===== src/rtl/riscv_keypad_scanner.sv =====
// riscv_keypad_scanner
// Scans a 4x4 active-low matrix keypad, synchronizes and debounces the rows,
// and holds the last accepted key code for the IO bridge keyboard read port.
//
// Parameters:
//   SCAN_DIV  clock cycles each column is driven (>= 4)
//   DEBOUNCE  consecutive identical full-scan results to accept press/release (>= 2)
// Ports:
//   clk        system clock, rising edge
//   rst        synchronous active-low reset
//   row_in     keypad rows, active-low, asynchronous to clk
//   col_out    column drive, active-low, exactly one bit low
//   keyboard   last accepted key code {row[1:0], col[1:0]}
//   key_down   high while the accepted key is held
//   key_event  one-cycle pulse per accepted press
module riscv_keypad_scanner #(
  parameter int SCAN_DIV = 50000,
  parameter int DEBOUNCE = 4
) (
  input  logic       clk,
  input  logic       rst,
  input  logic [3:0] row_in,
  output logic [3:0] col_out,
  output logic [3:0] keyboard,
  output logic       key_down,
  output logic       key_event
);

  localparam int DIV_W = $clog2(SCAN_DIV);
  localparam int CNT_W = $clog2(DEBOUNCE + 1);
  localparam logic [DIV_W-1:0] DIV_LAST = DIV_W'(SCAN_DIV - 1);
  localparam logic [CNT_W-1:0] CNT_MAX  = CNT_W'(DEBOUNCE);
  localparam logic [CNT_W-1:0] CNT_ONE  = CNT_W'(1);

  typedef enum logic [1:0] {
    IDLE,
    PRESS_WAIT,
    HELD,
    RELEASE_WAIT
  } state_t;

  // Scan side
  logic [DIV_W-1:0] div_cnt;
  logic [1:0]       col;
  logic [3:0]       row_meta;
  logic [3:0]       row_s;
  logic             acc_found;
  logic [3:0]       acc_code;
  logic             scan_done;
  logic             scan_found;
  logic [3:0]       scan_code;

  logic             dwell_end;
  logic [1:0]       row_idx;
  logic             sample_found;
  logic [3:0]       sample_code;

  assign dwell_end = (div_cnt == DIV_LAST);

  // NOTE: every signal assigned in always_comb gets a default first, so no
  // path leaves it unassigned and no latch is inferred.
  always_comb begin
    row_idx = 2'd0;
    // Descending loop: the last hit written wins, i.e. the lowest pressed row.
    for (int r = 3; r >= 0; r--) begin
      if (!row_s[r]) row_idx = 2'(r);
    end
  end

  // Once a position is latched in this scan, later columns cannot override it.
  assign sample_found = acc_found | (row_s != 4'hF);
  assign sample_code  = acc_found ? acc_code : {row_idx, col};

  // NOTE: sequential state uses non-blocking assignments so every register
  // samples pre-edge values, independent of statement order.
  always_ff @(posedge clk) begin
    if (!rst) begin
      div_cnt    <= '0;
      col        <= 2'd0;
      col_out    <= 4'b1110;
      // NOTE: the synchronizer flops reset to "no row pulled low" so the first
      // samples after reset cannot look like a press.
      row_meta   <= 4'hF;
      row_s      <= 4'hF;
      acc_found  <= 1'b0;
      acc_code   <= 4'h0;
      scan_done  <= 1'b0;
      scan_found <= 1'b0;
      scan_code  <= 4'h0;
    end else begin
      row_meta  <= row_in;
      row_s     <= row_meta;
      scan_done <= 1'b0;
      if (dwell_end) begin
        div_cnt <= '0;
        col     <= col + 2'd1;
        col_out <= {col_out[2:0], col_out[3]};
        if (col == 2'd3) begin
          // Column 3 sample completes the scan: publish and start afresh.
          scan_done  <= 1'b1;
          scan_found <= sample_found;
          scan_code  <= sample_code;
          acc_found  <= 1'b0;
          acc_code   <= 4'h0;
        end else begin
          acc_found <= sample_found;
          acc_code  <= sample_code;
        end
      end else begin
        div_cnt <= div_cnt + 1'b1;
      end
    end
  end

  // Debounce side
  state_t           state, state_n;
  logic [CNT_W-1:0] cnt, cnt_n, cnt_inc;
  logic [3:0]       cand, cand_n;
  logic [3:0]       keyboard_n;
  logic             key_down_n;
  logic             key_event_n;
  logic             match_held;

  assign cnt_inc    = (cnt == CNT_MAX) ? cnt : cnt + CNT_ONE;
  assign match_held = scan_found && (scan_code == keyboard);

  always_ff @(posedge clk) begin
    if (!rst) begin
      state     <= IDLE;
      cnt       <= '0;
      cand      <= 4'h0;
      keyboard  <= 4'h0;
      key_down  <= 1'b0;
      key_event <= 1'b0;
    end else begin
      state     <= state_n;
      cnt       <= cnt_n;
      cand      <= cand_n;
      keyboard  <= keyboard_n;
      key_down  <= key_down_n;
      key_event <= key_event_n;
    end
  end

  always_comb begin
    state_n     = state;
    cnt_n       = cnt;
    cand_n      = cand;
    keyboard_n  = keyboard;
    key_down_n  = key_down;
    key_event_n = 1'b0;
    if (scan_done) begin
      unique case (state)
        IDLE: begin
          if (scan_found) begin
            state_n = PRESS_WAIT;
            cand_n  = scan_code;
            cnt_n   = CNT_ONE;
          end
        end
        PRESS_WAIT: begin
          if (!scan_found) begin
            state_n = IDLE;
          end else if (scan_code != cand) begin
            cand_n = scan_code;
            cnt_n  = CNT_ONE;
          end else begin
            cnt_n = cnt_inc;
            if (cnt_inc == CNT_MAX) begin
              state_n     = HELD;
              keyboard_n  = cand;
              key_down_n  = 1'b1;
              key_event_n = 1'b1;
            end
          end
        end
        HELD: begin
          if (!match_held) begin
            state_n = RELEASE_WAIT;
            cnt_n   = CNT_ONE;
          end
        end
        RELEASE_WAIT: begin
          if (match_held) begin
            state_n = HELD;
          end else begin
            cnt_n = cnt_inc;
            if (cnt_inc == CNT_MAX) begin
              state_n    = IDLE;
              key_down_n = 1'b0;
            end
          end
        end
        default: state_n = IDLE;
      endcase
    end
  end

endmodule


===== config.mk =====
export PLATFORM = sky130hd
export DESIGN_NAME = riscv_keypad_scanner
export DESIGN_NICKNAME = d
export VERILOG_FILES = /design/src/rtl/riscv_keypad_scanner.sv
export SDC_FILE = /design/constraint.sdc
export NUM_CORES = 1
export LEC_CHECK = 0
export ABC_CLOCK_PERIOD_IN_PS = 2620
export CELL_PAD_IN_SITES_DETAIL_PLACEMENT = 0
export CELL_PAD_IN_SITES_GLOBAL_PLACEMENT = 1
export CORE_MARGIN = 5
export CORE_UTILIZATION = 46
export CTS_BUF_LIST = sky130_fd_sc_hd__clkbuf_8
export DETAILED_ROUTE_END_ITERATION = 10
export HOLD_SLACK_MARGIN = 0.1
export PLACE_DENSITY = 0.78
export SYNTH_ARGS = -nofsm -noshare
export SYNTH_HDL_FRONTEND = slang
export SYNTH_SLANG_ARGS = --single-unit

===== constraint.sdc =====
create_clock -name clk -period 2.62 [get_ports clk]
set_input_delay 0.262 -clock clk [delete_from_list [all_inputs] [get_ports clk]]
set_output_delay 0.262 -clock clk [all_outputs]
set_load 0.005 [all_outputs]

# == Word-level counts from Yosys, hierarchy flattened ==
# Cells that the tools add are included.
# totals
ff_bits,56
in_bits,6
output_inout_bits,10
wordCells,93
# classes
add_sub_neg,3
n_eq_ne,21
mux,34
n_bitwise,6
reduce_logical,13
# op_table
op,n
$mux W2,11
$mux W4,5
$mux W3,6
$add A16 B1 Y16 const B,1
$eq A16 B16 Y1 const B,1
$ne A2 B2 Y1 const B,8
$reduce_and A5 Y1,3
$pmux W3 S4,1
$ne A3 B3 Y1 const B,3
$mux W1,8
$pmux W2 S4,1
$pmux W4 S2,1
$reduce_and A7 Y1,1
$eq A2 B2 Y1 const B,3
$eq A3 B3 Y1 const B,2
$reduce_and A6 Y1,1
$not A1 Y1,5
$reduce_or A5 Y1,1
$eq A4 B4 Y1,1
$ne A4 B4 Y1,1
$ne A4 B4 Y1 const B,1
$reduce_and A2 Y1,2
$reduce_bool A2 Y1,2
$add A3 B1 Y3 const B,1
7 further kinds,7

# == Depth between registers and ports, before layout ==
# depth
word_depth,7
ltp_mapped,7
depth_no_buf,7

# == Worst setup path after synthesis ==
# No wires, ideal clock.
# synth_path
kind,reg2reg
from,register cnt[0]
to,register keyboard[0]
setup_time_ns,0.129
t_arrival_ns,2.048
t_required_ns,2.491
setup_slack_ns,0.443
path_stages_with_launch,8
path_buffers,0
synth_period_minus_slack_ns,2.177
cell_sequence,dfxtp_1 inv_1 ha_1 or3b_2 a311oi_1 nand4_1 mux2i_1 nor2_1
# synth_between
elab_chain_len,4
elab_cells_between_ends,5
cone_classes,add/sub: 1; eq/ne: 2; mux: 1; reduce/logical: 1
# synth_rtl
element,line_no,rtl
from (decl),117,"logic [CNT_W-1:0] cnt, cnt_n, cnt_inc;"
from (signal assigned),137,cnt <= cnt_n;
$add A3 B1 Y3 / $eq A3 B3 Y1 (equally long branches),124,assign cnt_inc = (cnt == CNT_MAX) ? cnt : cnt + CNT_ONE;
$mux W3 *,124,
$eq A3 B3 Y1 *,169,if (cnt_inc == CNT_MAX) begin
$reduce_and A5 Y1 (no line) *,--,
to (signal assigned),139,keyboard <= keyboard_n;
to (decl),24,"output logic [3:0] keyboard,"
# Every way passes the cells marked *; elsewhere a longest branch is shown, timed or not.
# A chain may end at the register's enable or synchronous reset.

# == Worst setup path in the final report ==
# layout_path
from,register cnt[0]
to,register keyboard[2]
# The elaborated chain is that of the path after synthesis.

==> impl_metrics.py <==
metrics = {
    "yosys": {
        "synth_cell_types": 39,
        "synth_top_area_frac": 0.466,
        "synth-compound-area-share": 0.0978,
        "yosys-top-cells-area": "dfxtp_1, nor2_1, xor2_1",
        "synth_mux_area_frac": 0.0458,
        "synthCells": 269,
        "yosys.area_share.simple": 0.255,
        "avgSynthCellArea_um2": 8.94,
        "synth_nets": 279,
        "ys_ff_latch": 56,
        "yosys.area.top_type": "dfxtp_1",
        "synth_flop_cell": "dfxtp_1",
        "syn-cell-area_um2": 2410,
        "seq_area_frac_synth": 0.466,
        "synthAdderAreaFrac": 0.0208,
        "synth_xor_area_frac": 0.0837,
        "synth_edf_count": 0,
        "async_flop_share": 0,
        "synth_top_family_by_area": "simple AND/OR/NAND/NOR gates",
        "yosysWarnings": 0,
    },
    "die": {
        "dieArea_um2": 6780,
        "ios": 16,
        "die-width_um": 82.3,
        "initial_utilization": 0.471,
        "die_y_um": 82.3,
        "coreArea_um2": 5110,
        "std_cell_rows": 26,
    },
    "worst_setup_path": {
        "crit_path_end_kind": "flip-flop",
        "worstReg2RegStart": "cnt[0]",
        "crit_fanout": 5,
        "slowest_delay_ns": 0.48,
        "cp_top_family": "simple AND/OR/NAND/NOR gates",
        "worstSetupPathType": "reg -> reg",
        "crit_slowest_cell": "or3b_2",
        "required_ns": 2.81,
        "cp_data_arrival_time_ns": 2.51,
        "crit_start": "cnt[0]",
        "crit_buf_inv": 1,
        "crit_chain": "inv_1, ha_1, or3b_2, a311oi_2, nand4_1, mux2i_1, nor2_1",
        "critPathLaunchType": "flip-flop",
    },
    "hold_path": {
        "hp-start": "row_meta[2]",
        "hold_path.class": "reg -> reg",
    },
    "power": {
        "power_density_nw_per_um2": 509,
        "leakage_nw": 1.10,
        "irDropWorstVdd_uv": 252,
        "power_w": 0.00138,
    },
    "timing": {
        "fin_worst_skew_ns": 0.00403,
        "fin_crit_sh": 0.887,
        "rsz0062_at_grt": "false",
        "maxClockFrequency_ghz": 0.430,
        "worst_pin_slew_ns": 0.586,
        "fin_tns_setup_ns": 0,
        "finalSetupViolCount": 0,
        "slew_headroom": 0.609,
        "period_needed_ns": 2.32,
        "final_hold_viol_count": 0,
        "slew_viol_final": 0,
    },
    "clock_network": {
        "cts.path.max_buffers": 2,
        "clock_latency_ns": 0.30,
        "clk_pin_slew_ns": 0.09,
        "htreeDepth": 2,
        "clock_sinks": 56,
        "cts_inserted_buffers": 5,
        "tritoncts": "done",
        "postCtsHoldBufs": 0,
        "root_buffer": "clkbuf_8",
    },
    "place": {
        "place_hpwl_um": 3070,
        "place_area_um2": 2630,
        "port_buffers": 15,
        "place_congestion": 0.754,
        "dpl.cell_count": 346,
    },
    "finish": {
        "stdcell_area_um2": 2720,
        "fillCellCount": 525,
        "drive_gt1_frac": 0.0739,
        "layout.cells.non_filler": 354,
        "area_delta_synth_final_pct": 13.1,
        "final_nets": 293,
        "antenna_cells": 0,
        "final_util": 0.533,
    },
    "drt": {
        "ant_nets": 0,
        "dr.pass1.iters": 4,
        "drc": 0,
        "num_vias": 1795,
        "wl_per_cell_um": 12.2,
        "wl_um": 4310,
        "viasPerCell": 5.07,
        "drt_iter0_markers": 61,
    },
    "global_routing": {
        "antenna_found_initial": 0,
        "grt_pass1_vias": 1703,
        "grt_usage": 0.139,
        "grt_pass1_wl_um": 7370,
        "grt_overflow_total": 0,
        "grt_max_degree": 26,
    },
    "run": {
        "maxCapViolations": 0,
    },
    "status": {
        "status": "finished clean",
    },
}
## flip-flops by register name, indices dropped and copies added, names as in the netlist, 3 cells and up
signal and count:
acc_code 4, cand 4, col_out 4, scan_code 4
row_meta 4, cnt 3, row_s 4, keyboard 4
div_cnt 16
## cell usage after synthesis (all sizes together) (7+ instances only)
cell    number
mux2i       11
nand2       28
nand3        9
inv          7
clkbuf       9
a21oi       13
nor2        40
nand2b      11
dfxtp       56
xnor2       10
xor2        13
## path summary, 6_finish.rpt
check                endpoint  slack (ns)  depth (start not counted)
setup / recovery  keyboard[2]        0.30                          7
hold / removal       row_s[2]        0.41                          1
setup reg to reg  keyboard[2]        0.30                          7
hold reg to reg      row_s[2]        0.41                          1
## area by class of cell
type	instances	area, um2	area share
repair buffers	19	180	0.0662
multi-input cells	194	1220	0.447
clock inverters	2	7.51	0.00276
inverters	7	26.3	0.00966
clock buffers	6	82.6	0.0303
flip-flops and latches	56	1120	0.412
well taps	70	87.6	0.0322
## cells by family after synthesis
| group | Yosys count |
|---|---|
| and+or+nand+nor | 121 |
| buffers and inverters | 19 |
| adders and majority gates | 4 |
| muxes | 11 |
| xor gates and xnor gates | 23 |
| AOI/OAI and AO/OA | 35 |
| DFF | 56 |
## layer usage
layer | global-route usage | vias to the layer above | wire length (um)
li1 | - | 946 | -
met1 | 0.177 | 825 | 2180
met2 | 0.227 | 19 | 1930
met3 | 0.0293 | 5 | 134
met4 | 0.0598 | 0 | 68
met5 | 0 | - | 0
## layout by cell type, fill, tap and decap left out, types with 8 or more instances in the layout
master / n
nand2b_1: 11
mux2i_1: 11
nand3_1: 9
xnor2_1: 10
nand2_1: 28
clkdlybuf4s50_1: 15
inv_1: 8
nor2_1: 40
dfxtp_1: 56
a21oi_1: 12
xor2_1: 13
## repair_timing
action / in CTS / in global routing
resized for setup: 0 / 1
endpoints found under the setup margin: 0 / 5
buffers inserted: 0 / 0
## power breakdown
part	internal, W	switching (W)
clock network	0.000209	0.000260
logic	0.0000209	0.0000240
registers	0.000861	0.00000921
## per-stage QoR
step	hold slack (ns)	worst slack, ns
after floorplan	0.363	0.443
after global placement	0.389	0.230
after detailed placement	0.393	0.176
after CTS	0.416	0.151
after global routing	0.441	0.0868
final	0.412	0.296
(Power assumes the default switching activity.)
